===== config.mk =====
export PLATFORM = sky130hd
export DESIGN_NAME = pipe_stage_reg
export DESIGN_NICKNAME = d
export VERILOG_FILES = /design/src/rtl/pipe_stage_reg_pkg.sv /design/src/rtl/pipe_stage_reg_entry.sv /design/src/rtl/pipe_stage_reg.sv
export SDC_FILE = /design/constraint.sdc
export NUM_CORES = 1
export LEC_CHECK = 0
export CAP_MARGIN = 20
export CORE_MARGIN = 5
export CORE_UTILIZATION = 40
export CTS_CLUSTER_DIAMETER = 200
export DETAILED_ROUTE_END_ITERATION = 12
export GPL_TIMING_DRIVEN = 0
export PLACE_DENSITY_LB_ADDON = 0.25
export SYNTH_ARGS = -nofsm -noshare
export SYNTH_HDL_FRONTEND = slang
export SYNTH_SLANG_ARGS = --single-unit

===== constraint.sdc =====
create_clock -name clk -period 5.8 [get_ports clk]
set_input_delay 1.16 -clock clk [delete_from_list [all_inputs] [get_ports clk]]
set_output_delay 1.16 -clock clk [all_outputs]
set_load 0.005 [all_outputs]

===== src/rtl/pipe_stage_reg_pkg.sv =====
// Shared pipeline definitions: occupancy encoding, default widths and the
// per-stage control/data field widths used when instantiating pipe_stage_reg.
package pipe_stage_reg_pkg;

   typedef enum logic [1:0] {
      OCC_EMPTY = 2'd0,
      OCC_ONE   = 2'd1,
      OCC_TWO   = 2'd2
   } occ_state_e;

   localparam int unsigned DEF_CTRL_W = 16;
   localparam int unsigned DEF_DATA_W = 160;
   localparam int unsigned DEF_CNT_W  = 16;

   // Decode->execute: two operands, PC, immediate, register indices.
   localparam int unsigned DE_CTRL_W = 16;
   localparam int unsigned DE_DATA_W = 160;
   // Execute->memory: result, store data, PC, destination index.
   localparam int unsigned EM_CTRL_W = 12;
   localparam int unsigned EM_DATA_W = 101;
   // Memory->writeback: result and destination index.
   localparam int unsigned MW_CTRL_W = 6;
   localparam int unsigned MW_DATA_W = 37;

   function automatic logic [1:0] occ_count(input occ_state_e s);
      return s;
   endfunction

endpackage


===== src/rtl/pipe_stage_reg_entry.sv =====
// pipe_entry: one ctrl+data register with a valid bit. Load wins over clear;
// clear drops only the valid bit so the payload can be held for observation.
module pipe_entry
   import pipe_stage_reg_pkg::*;
#(
   parameter int unsigned W = DEF_CTRL_W + DEF_DATA_W
) (
   input  logic         clk,
   input  logic         rst_n,
   input  logic         load,
   input  logic         clear,
   input  logic [W-1:0] d,
   output logic         valid,
   output logic [W-1:0] q
);

   always_ff @(posedge clk) begin
      if (!rst_n) begin
         valid <= 1'b0;
         q     <= '0;
      end else if (load) begin
         valid <= 1'b1;
         q     <= d;
      end else if (clear) begin
         valid <= 1'b0;
      end
   end

endmodule


===== src/rtl/pipe_stage_reg.sv =====
// pipe_stage_reg: valid/ready pipeline register with optional 2-entry skid
// buffer, flush/hold controls, bubble masking and a saturating stall counter.
module pipe_stage_reg
   import pipe_stage_reg_pkg::*;
#(
   parameter int unsigned CTRL_W     = DEF_CTRL_W,
   parameter int unsigned DATA_W     = DEF_DATA_W,
   parameter int unsigned SKID       = 1,
   parameter int unsigned CLEAR_DATA = 1,
   parameter int unsigned CNT_W      = DEF_CNT_W
) (
   input  logic              clk,
   input  logic              rst_n,
   input  logic              in_valid,
   output logic              in_ready,
   input  logic [CTRL_W-1:0] ctrl_i,
   input  logic [DATA_W-1:0] data_i,
   output logic              out_valid,
   input  logic              out_ready,
   output logic [CTRL_W-1:0] ctrl_o,
   output logic [DATA_W-1:0] data_o,
   input  logic              flush,
   input  logic              hold,
   output logic [1:0]        occ,
   output logic [CNT_W-1:0]  stall_cnt
);

   localparam int unsigned W = CTRL_W + DATA_W;

   occ_state_e    state_q, state_nx;
   logic          accept, consume;
   logic          main_ld, main_clr, main_from_skid, main_valid;
   logic          skid_ld, skid_clr, skid_valid;
   logic [W-1:0]  main_d, main_q, skid_q;

   // in_ready depends only on registered state, hold and reset (never out_ready) with a skid slot.
   if (SKID != 0) begin : g_rdy_skid
      assign in_ready = rst_n && (state_q != OCC_TWO) && !hold;
   end else begin : g_rdy_pass
      assign in_ready = rst_n && ((state_q == OCC_EMPTY) || out_ready) && !hold;
   end

   assign accept  = in_valid && in_ready && !hold && !flush;
   assign consume = out_valid && out_ready && !hold && !flush;

   always_comb begin
      state_nx       = state_q;
      main_ld        = 1'b0;
      main_clr       = 1'b0;
      main_from_skid = 1'b0;
      skid_ld        = 1'b0;
      skid_clr       = 1'b0;
      if (flush) begin
         state_nx = OCC_EMPTY;
         main_clr = 1'b1;
         skid_clr = 1'b1;
      end else begin
         case (state_q)
            OCC_EMPTY: begin
               if (accept) begin
                  state_nx = OCC_ONE;
                  main_ld  = 1'b1;
               end
            end
            OCC_ONE: begin
               if (accept && consume) begin
                  main_ld = 1'b1;
               end else if (accept && SKID != 0) begin
                  state_nx = OCC_TWO;
                  skid_ld  = 1'b1;
               end else if (consume) begin
                  state_nx = OCC_EMPTY;
                  main_clr = 1'b1;
               end
            end
            OCC_TWO: begin
               // in_ready is low here, so only the skid entry can advance to the head.
               if (consume) begin
                  state_nx       = OCC_ONE;
                  main_ld        = 1'b1;
                  main_from_skid = 1'b1;
                  skid_clr       = 1'b1;
               end
            end
            default: begin
               state_nx = OCC_EMPTY;
               main_clr = 1'b1;
               skid_clr = 1'b1;
            end
         endcase
      end
   end

   always_ff @(posedge clk) begin
      if (!rst_n) state_q <= OCC_EMPTY;
      else        state_q <= state_nx;
   end

   assign main_d = main_from_skid ? skid_q : {ctrl_i, data_i};

   pipe_entry #(.W(W)) u_main (
      .clk   (clk),
      .rst_n (rst_n),
      .load  (main_ld),
      .clear (main_clr),
      .d     (main_d),
      .valid (main_valid),
      .q     (main_q)
   );

   if (SKID != 0) begin : g_skid
      pipe_entry #(.W(W)) u_skid (
         .clk   (clk),
         .rst_n (rst_n),
         .load  (skid_ld),
         .clear (skid_clr),
         .d     ({ctrl_i, data_i}),
         .valid (skid_valid),
         .q     (skid_q)
      );
   end else begin : g_no_skid
      assign skid_valid = 1'b0;
      assign skid_q     = '0;
   end

   always_ff @(posedge clk) begin
      if (rst_n) assert (((state_q == OCC_TWO) == skid_valid) && ((state_q != OCC_EMPTY) == main_valid));
   end

   assign out_valid = main_valid;
   assign ctrl_o    = main_valid ? main_q[W-1:DATA_W] : '0;
   assign data_o    = (main_valid || CLEAR_DATA == 0) ? main_q[DATA_W-1:0] : '0;
   assign occ       = occ_count(state_q);

   always_ff @(posedge clk) begin
      if (!rst_n)
         stall_cnt <= '0;
      else if (in_valid && !in_ready && stall_cnt != '1)
         stall_cnt <= stall_cnt + CNT_W'(1);
   end

endmodule


==> results.cfg <==
[floorplan]
design.core.area_um2 = 39730
io_pins = 378
start_util_pct = 40.33
die_h_um = 210.2
dieWidth_um = 210.2
rows = 73
die_area_um2 = 44170

[yosys]
ys.flop_type = dfxtp_1
synth_top_area_cell = dfxtp_1
synth_edf_count = 0
yosys-top-cells-area = dfxtp_1 46%, nand2_1 17%, a311oi_1 9.6%, and2_1 6.9%, a21oi_1 6.0%
synth_cell_types = 39
synth.cell_area_um2 = 16030
yosysTopAreaCellShare_pct = 46.35
ys_seq_elements = 371
yosysSeqAreaShare_pct = 46.35
async_reset_ff_share_pct = 0
synth_nets = 2262
synthCells = 2079
synth_area_per_cell_um2 = 7.708
yosysWarnings = 0

[clock_network]
insertion_delay_ps = 540
cts_made_buffers = 41
cts_resized = 0
clk_pin_slew_ps = 60
clk_path_buf_depth = 3
root_buffer = clkbuf_16
clock_sinks = 371
post_cts_buffers = 0
cts_hold_buf = 0
htreeDepth = 2
cts_tree = done

[detailed_routing]
routed_via_density = 5.325
wl_per_cell_um = 17.76
first_pass_iters = 5
drc = 0
first_iter_violations = 837
ant_nets = 0
vias = 16289
wl_um = 54330

[setup_path]
cp-start-kind = register
r2r-start = u_main.valid
critPathArrivalTime_ps = 3060
crit_start = u_main.valid
worstPathMaxFanout = 10
rr_worst_depth = 8
worstPathRequired_ps = 4640
worstSetupPathType = register to output port
end_kind = output port

[cells_and_area]
fillCellCount = 3756
area_delta_synth_final_pct = 36.34
multi_input_area_um2 = 7696
fin_nets = 2682
regArea_um2 = 7427
utilization_pct = 54.99
layout-drive-gt1-share_pct = 6.166

[global_routing]
grt_max_degree = 14
antenna_found_initial = 8
grt_pass1_wl_um = 84120
grt_usage_pct = 23.28
grt_overflow = 0
grt_pass1_vias = 15582

[timing]
period_needed_ps = 4216
fin_ws_ps = 1584
fin_worst_skew_ps = 18.68
hold_ws_ps = 453.0
hold_viol = 0
drv_slew = 0
tns_ps = 0
setup_viol = 0
max_freq_mhz = 237.2
worstMarginPinSlew_ps = 1108
slew_headroom_pct = 26.13
period_share_pct = 72.69
rsz0062_at_grt = false

[placed_design]
preCtsSetupSlack_ps = 1687
place_hpwl_um = 39930
globalplace.congestion = 0.8788
io_buffers = 377

[pwr]
power.leakage_nw = 7.598
ir_drop_mv = 0.1917
powerDensity_nw_per_um2 = 257.1

[run_status]
status = finished clean

[min_path]
holdCritStartpoint = g_skid.u_skid.q[0]
hold_path_class = register to register
min_path_cells = 2

[run]
max_cap_viol_count = 0
[cell usage in the layout, fill, tap and decap left out, types with 2 or more instances in the layout]
| master | netlist | layout |
|---|---|---|
| clkbuf_1 | 116 | 124 |
| nor3_1 | 178 | 178 |
| o21ai_0 | 5 | 5 |
| nand3_1 | 6 | 6 |
| buf_4 | 12 | 12 |
| nand2_1 | 710 | 710 |
| clkinv_2 | 0 | 5 |
| dfxtp_1 | 371 | 371 |
| clkbuf_8 | 0 | 15 |
| and4_1 | 3 | 3 |
| clkbuf_16 | 0 | 43 |
| o2111ai_1 | 2 | 2 |
| or4_1 | 10 | 10 |
| nand4_1 | 4 | 4 |
| buf_2 | 73 | 73 |
| nand2b_1 | 4 | 4 |
| diode_2 | 0 | 4 |
| inv_1 | 2 | 2 |
| a21oi_1 | 193 | 193 |
| a311oi_1 | 176 | 176 |
| nor2_1 | 4 | 4 |
| and2_1 | 177 | 177 |
| or3_1 | 3 | 3 |
| o31ai_1 | 11 | 11 |
| clkdlybuf4s50_1 | 0 | 377 |
[kinds of logic after synthesis]
family          synth area share, %
simple gates                  31.07
fa+ha+maj                   0.07806
buf+inv                       5.629
flops                         46.35
compound gates                16.88
[metrics by stage]
stage / power, mW / area (um2) / std cells
floorplan: 2.824 / 16030 / 2079
global placement: 3.032 / 20460 / 2981
detailed placement: 3.038 / 20460 / 2981
CTS: 5.660 / 21840 / 3055
global route: 5.813 / 21850 / 3059
finish: 5.618 / 21850 / 3059
[area by class of cell]
cell class                      instances  area share [%]
Antenna cell                            4         0.04581
Buffer                                201           4.077
Clock buffer                           66           6.007
Clock inverter                          8          0.3264
Inverter                                3         0.05154
Multi-Input combinational cell       1504           35.22
Sequential cell                       371           33.99
Tap cell                              525           3.006
Timing Repair Buffer                  377           17.27
[cell usage after synthesis (all sizes together), types with 3 or more instances]
cell	count
nand2	710
dfxtp	371
a21oi	193
nor3	178
and2	177
a311oi	176
clkbuf	116
buf	85
o31ai	11
or4	10
nand3	6
o21ai	5
nand2b	4
nand4	4
nor2	4
and4	3
inv	3
or3	3
[layer usage]
layer	wire (um)	global-route usage (%)
met2	25450	38.44
met4	2057	8.551
met5	28	0
met3	4068	5.507
met1	22730	29.84
[sequential cells by signal, summed over array words and instances, names as in the netlist]
name and flops:
g_skid.u_skid.q 176, occ 2, stall_cnt 16, u_main.q 176, u_main.valid 1
[worst paths after layout]
check	to	slack, ps
min	g_skid.u_skid.q[0]	450
min reg2reg	g_skid.u_skid.q[0]	450
max reg2reg	g_skid.u_skid.q[9]	2970
max	data_o[35]	1580
[power breakdown]
group / switching [mW] / total (mW) / internal [mW]
combinational: 0.178 / 0.364 / 0.186
clock: 1.04 / 2.63 / 1.59
sequential: 0.0258 / 2.62 / 2.60
[critical path, cell delays in order, from the launching register on]
cell and delay, ps:
dfxtp_1 540, clkbuf_1 830, clkbuf_1 410, and2_1 220
clkdlybuf4s50_1 530
No activity file was read; power rests on OpenSTA's default activity.
==> edit 1, RTL diff (same settings) <==
The parameter `SKID` goes from 1 to 0.
--- a/src/rtl/pipe_stage_reg.sv
+++ b/src/rtl/pipe_stage_reg.sv
@@ -7,3 +7,3 @@
    parameter int unsigned DATA_W     = DEF_DATA_W,
-   parameter int unsigned SKID       = 1,
+   parameter int unsigned SKID       = 0,
    parameter int unsigned CLEAR_DATA = 1,
Formal check against the unedited RTL: not equivalent (a bounded check fails within 4 cycles, from zero or initial values and one cycle with rst_n low).
==> edit 1 against the unedited design <==
Count of clock-buffer cells in the layout is 46 lower. Critical path depth did not move. Sequential cell count shrank 177. Clock power decreased by 57%. Worst setup slack gained 0.31 ns. Power shrank 51%. Non-clock buffer count decreased by 120. Cell area decreased by 42%. Routed wire length fell by 48%. Maximum frequency up 7.8%. Largest cell class is now non-clock buffers. Combinational power down 34%. Synthesized area fell by 50%. Critical endpoint is now in_ready.
==> edit 1: results <==
[outcome]
status = finished, final reports clean

[finish]
reg.largest.list = u_main.q (176), stall_cnt (16)

[grt]
track_usage = 0.2354
grt_pass1_wl_mm = 43.84
grt_antenna_before_repair = 0

[clock_network]
ctsHtreeMaxLevel = 4
clk_latency_ns = 0.43

[critical_path]
rr_worst_depth = 7
startpoint = rst_n
slowest_stage = clkdlybuf4s50_1
r2r_start = occ[0]
cp_max_fo = 8
reg2reg_setup_slack_ns = 3.51

[yosys]
synth_fp_nets = 1252
synth_seq_area_share = 0.4821
yosysUniqueCellTypes = 37
synthAdderAreaFrac = 0.001553
netlist_top_cells_count = nand2_1, dfxtp_1, a21oi_1

[sta]
skew_ns = 0.01124

[placed_design]
port_buffers = 376

[worst_hold_path]
hold_start = u_main.q[74]

[power_and_ir_drop]
irDropWorstVdd_mv = 0.1893
p_leak_nw = 4.427
pg_seq_mw = 1.37
p_clk_frac = 0.411

[routing]
drt_iter0_drc = 353
vias = 8366
## edit 1: final cells by class
class / instances / area [sq um]
Sequential cell: 194 / 3884
Tap cell: 270 / 337.8
Multi-Input combinational cell: 790 / 3826
Inverter: 3 / 11.26
Timing Repair Buffer: 376 / 3764
Clock inverter: 11 / 106.4
Fill cell: 1863 / 7330
Buffer: 82 / 334.1
Clock buffer: 20 / 446.7
## edit 1: metrics by stage
stage               hold WS, ns  cells  setup WS, ns    util  power, mW
finish                   0.4488   1746         1.889  0.6342      2.738
global route             0.4646   1746         1.788  0.6342      2.842
CTS                      0.4511   1746         1.876  0.6342      2.759
detailed placement       0.4417   1715         1.880  0.6066      1.644
global placement         0.4369   1715         1.907  0.6066      1.641
floorplan                0.4317   1069         3.146       -      1.477
## edit 1: per-layer routing
layer / vias up / routed length (microns)
li1: 4200 / -
met1: 3838 / 11440
met2: 294 / 14100
met3: 34 / 2225
met4: 0 / 591
met5: - / 0
==> edit 2, RTL diff (config.mk and constraints unchanged) <==
Without the edit above. Register the output `stall_cnt` once more; this adds one clock of latency there. The other outputs are not delayed to match.
--- a/src/rtl/pipe_stage_reg.sv
+++ b/src/rtl/pipe_stage_reg.sv
@@ -28,2 +28,4 @@
    localparam int unsigned W = CTRL_W + DATA_W;
+
+   logic [CNT_W-1:0] stall_cnt_s0;
 
@@ -136,5 +138,9 @@
       if (!rst_n)
-         stall_cnt <= '0;
-      else if (in_valid && !in_ready && stall_cnt != '1)
-         stall_cnt <= stall_cnt + CNT_W'(1);
+         stall_cnt_s0 <= '0;
+      else if (in_valid && !in_ready && stall_cnt_s0 != '1)
+         stall_cnt_s0 <= stall_cnt_s0 + CNT_W'(1);
+   end
+
+   always_ff @(posedge clk) begin
+      stall_cnt <= stall_cnt_s0;
    end
Function: changed (a bounded check fails within 4 cycles, from zero or initial values and one cycle with rst_n low).
==> edit 2 against the unedited design <==
Critical path depth up 1. Synthesized area up 13%. Largest power group is now sequential cells. Via count up 2.5%. Cell area up 9.8%. Sequential cell count up 16. Synthesized cell count up 1.5%. Worst setup slack worse by 0.20 ns. Routed wire length up 8.8%. Power up 5.1%.
==> edit 2: results <==
[outcome]
status = finished, final reports clean

[finish]
reg.largest.list = g_skid.u_skid.q (176), u_main.q (176)
drive_gt1_frac = 0.08694
final_nets = 2716

[power_and_ir_drop]
p_switching_mw = 1.383
irDropWorstVdd_mv = 0.1753
p_clk_frac = 0.461

[yosys]
synthAdderAreaFrac = 0.0006923
netlist_top_cells_count = nand2_1, dfxtp_1, a21oi_1
synthTopCellsByArea = dfxtp_1, nand2_1, a31oi_4, o31ai_1, and2_1
synth-compound-area-share = 0.2762
synthMuxAreaShare = 0.005054
synth_area_per_cell_sq_um = 8.562

[grt]
track_usage = 0.2280

[worst_hold_path]
hold_depth = 0
min_to = stall_cnt[12]

[sta]
worst_slew_margin_rel = 0.2588
skew_ns = 0.01303

[placed_design]
port_buffers = 376
dpl.hpwl_mm = 43.25
post-place-cells = 3079

[critical_path]
reg2reg_setup_slack_ns = 3.01
arrival_ns = 3.26

[routing]
wl_met3_mm = 3.384

[clock_network]
clk_latency_ns = 0.56
==> edit 2: cell type report <==
cell class	count	area, sq um	area share
diodes	3	7.507	0.0003129
clock buffers	66	1305	0.05439
plain buffers	203	1033	0.04307
multi-input cells	1517	9278	0.3867
flip-flops and latches	387	7747	0.3229
inverters	4	15.01	0.0006258
clock inverters	12	102.6	0.004276
well taps	592	740.7	0.03087
repair buffers	376	3764	0.1569
==> edit 2: worst max path at each step <==
stage | to | slack (ns) | cells after the start | startpoint
floorplan | u_main.q[105] | 3.10 | 8 | rst_n
global placement | data_o[40] | 1.92 | 5 | u_main.valid
detailed placement | u_main.q[100] | 1.82 | 7 | hold
CTS | data_o[40] | 1.28 | 5 | u_main.valid
global route | data_o[40] | 1.24 | 5 | u_main.valid
finish | data_o[113] | 1.38 | 5 | u_main.valid
==> edit 2: per-layer routing <==
metal	track usage	vias up
met1	0.2981	7956
li1	-	8085
met4	0.08123	0
met5	0	-
met2	0.3805	539
met3	0.03986	111
==> edit 2: cells by family (layout without fill, tap and decap cells) <==
logic type	count (synthesis)	in the layout
compound gates	556	556
fa+ha+maj	1	1
buf+inv	207	661
flops	387	387
mux	9	9
other cells	0	3
simple gates	951	951
==> edit 2: per-stage QoR <==
stage                 util  cell area, sq um  power (mW)
global route        0.5402             23990       6.111
detailed placement  0.5084             22580       3.237
global placement    0.5084             22580       3.229
floorplan                -             18070       3.005
CTS                 0.5400             23990       5.969
finish              0.5402             23990       5.905
==> edit 2: power groups by stage <==
stage | sequential [mW] | combinational [mW] | clock (mW)
6_report | 2.73 | 0.447 | 2.72
5_1_grt | 2.74 | 0.479 | 2.89
4_1_cts | 2.73 | 0.448 | 2.79
3_5_place_dp | 2.79 | 0.445 | 0
3_3_place_gp | 2.79 | 0.438 | 0
2_1_floorplan | 2.78 | 0.223 | 0
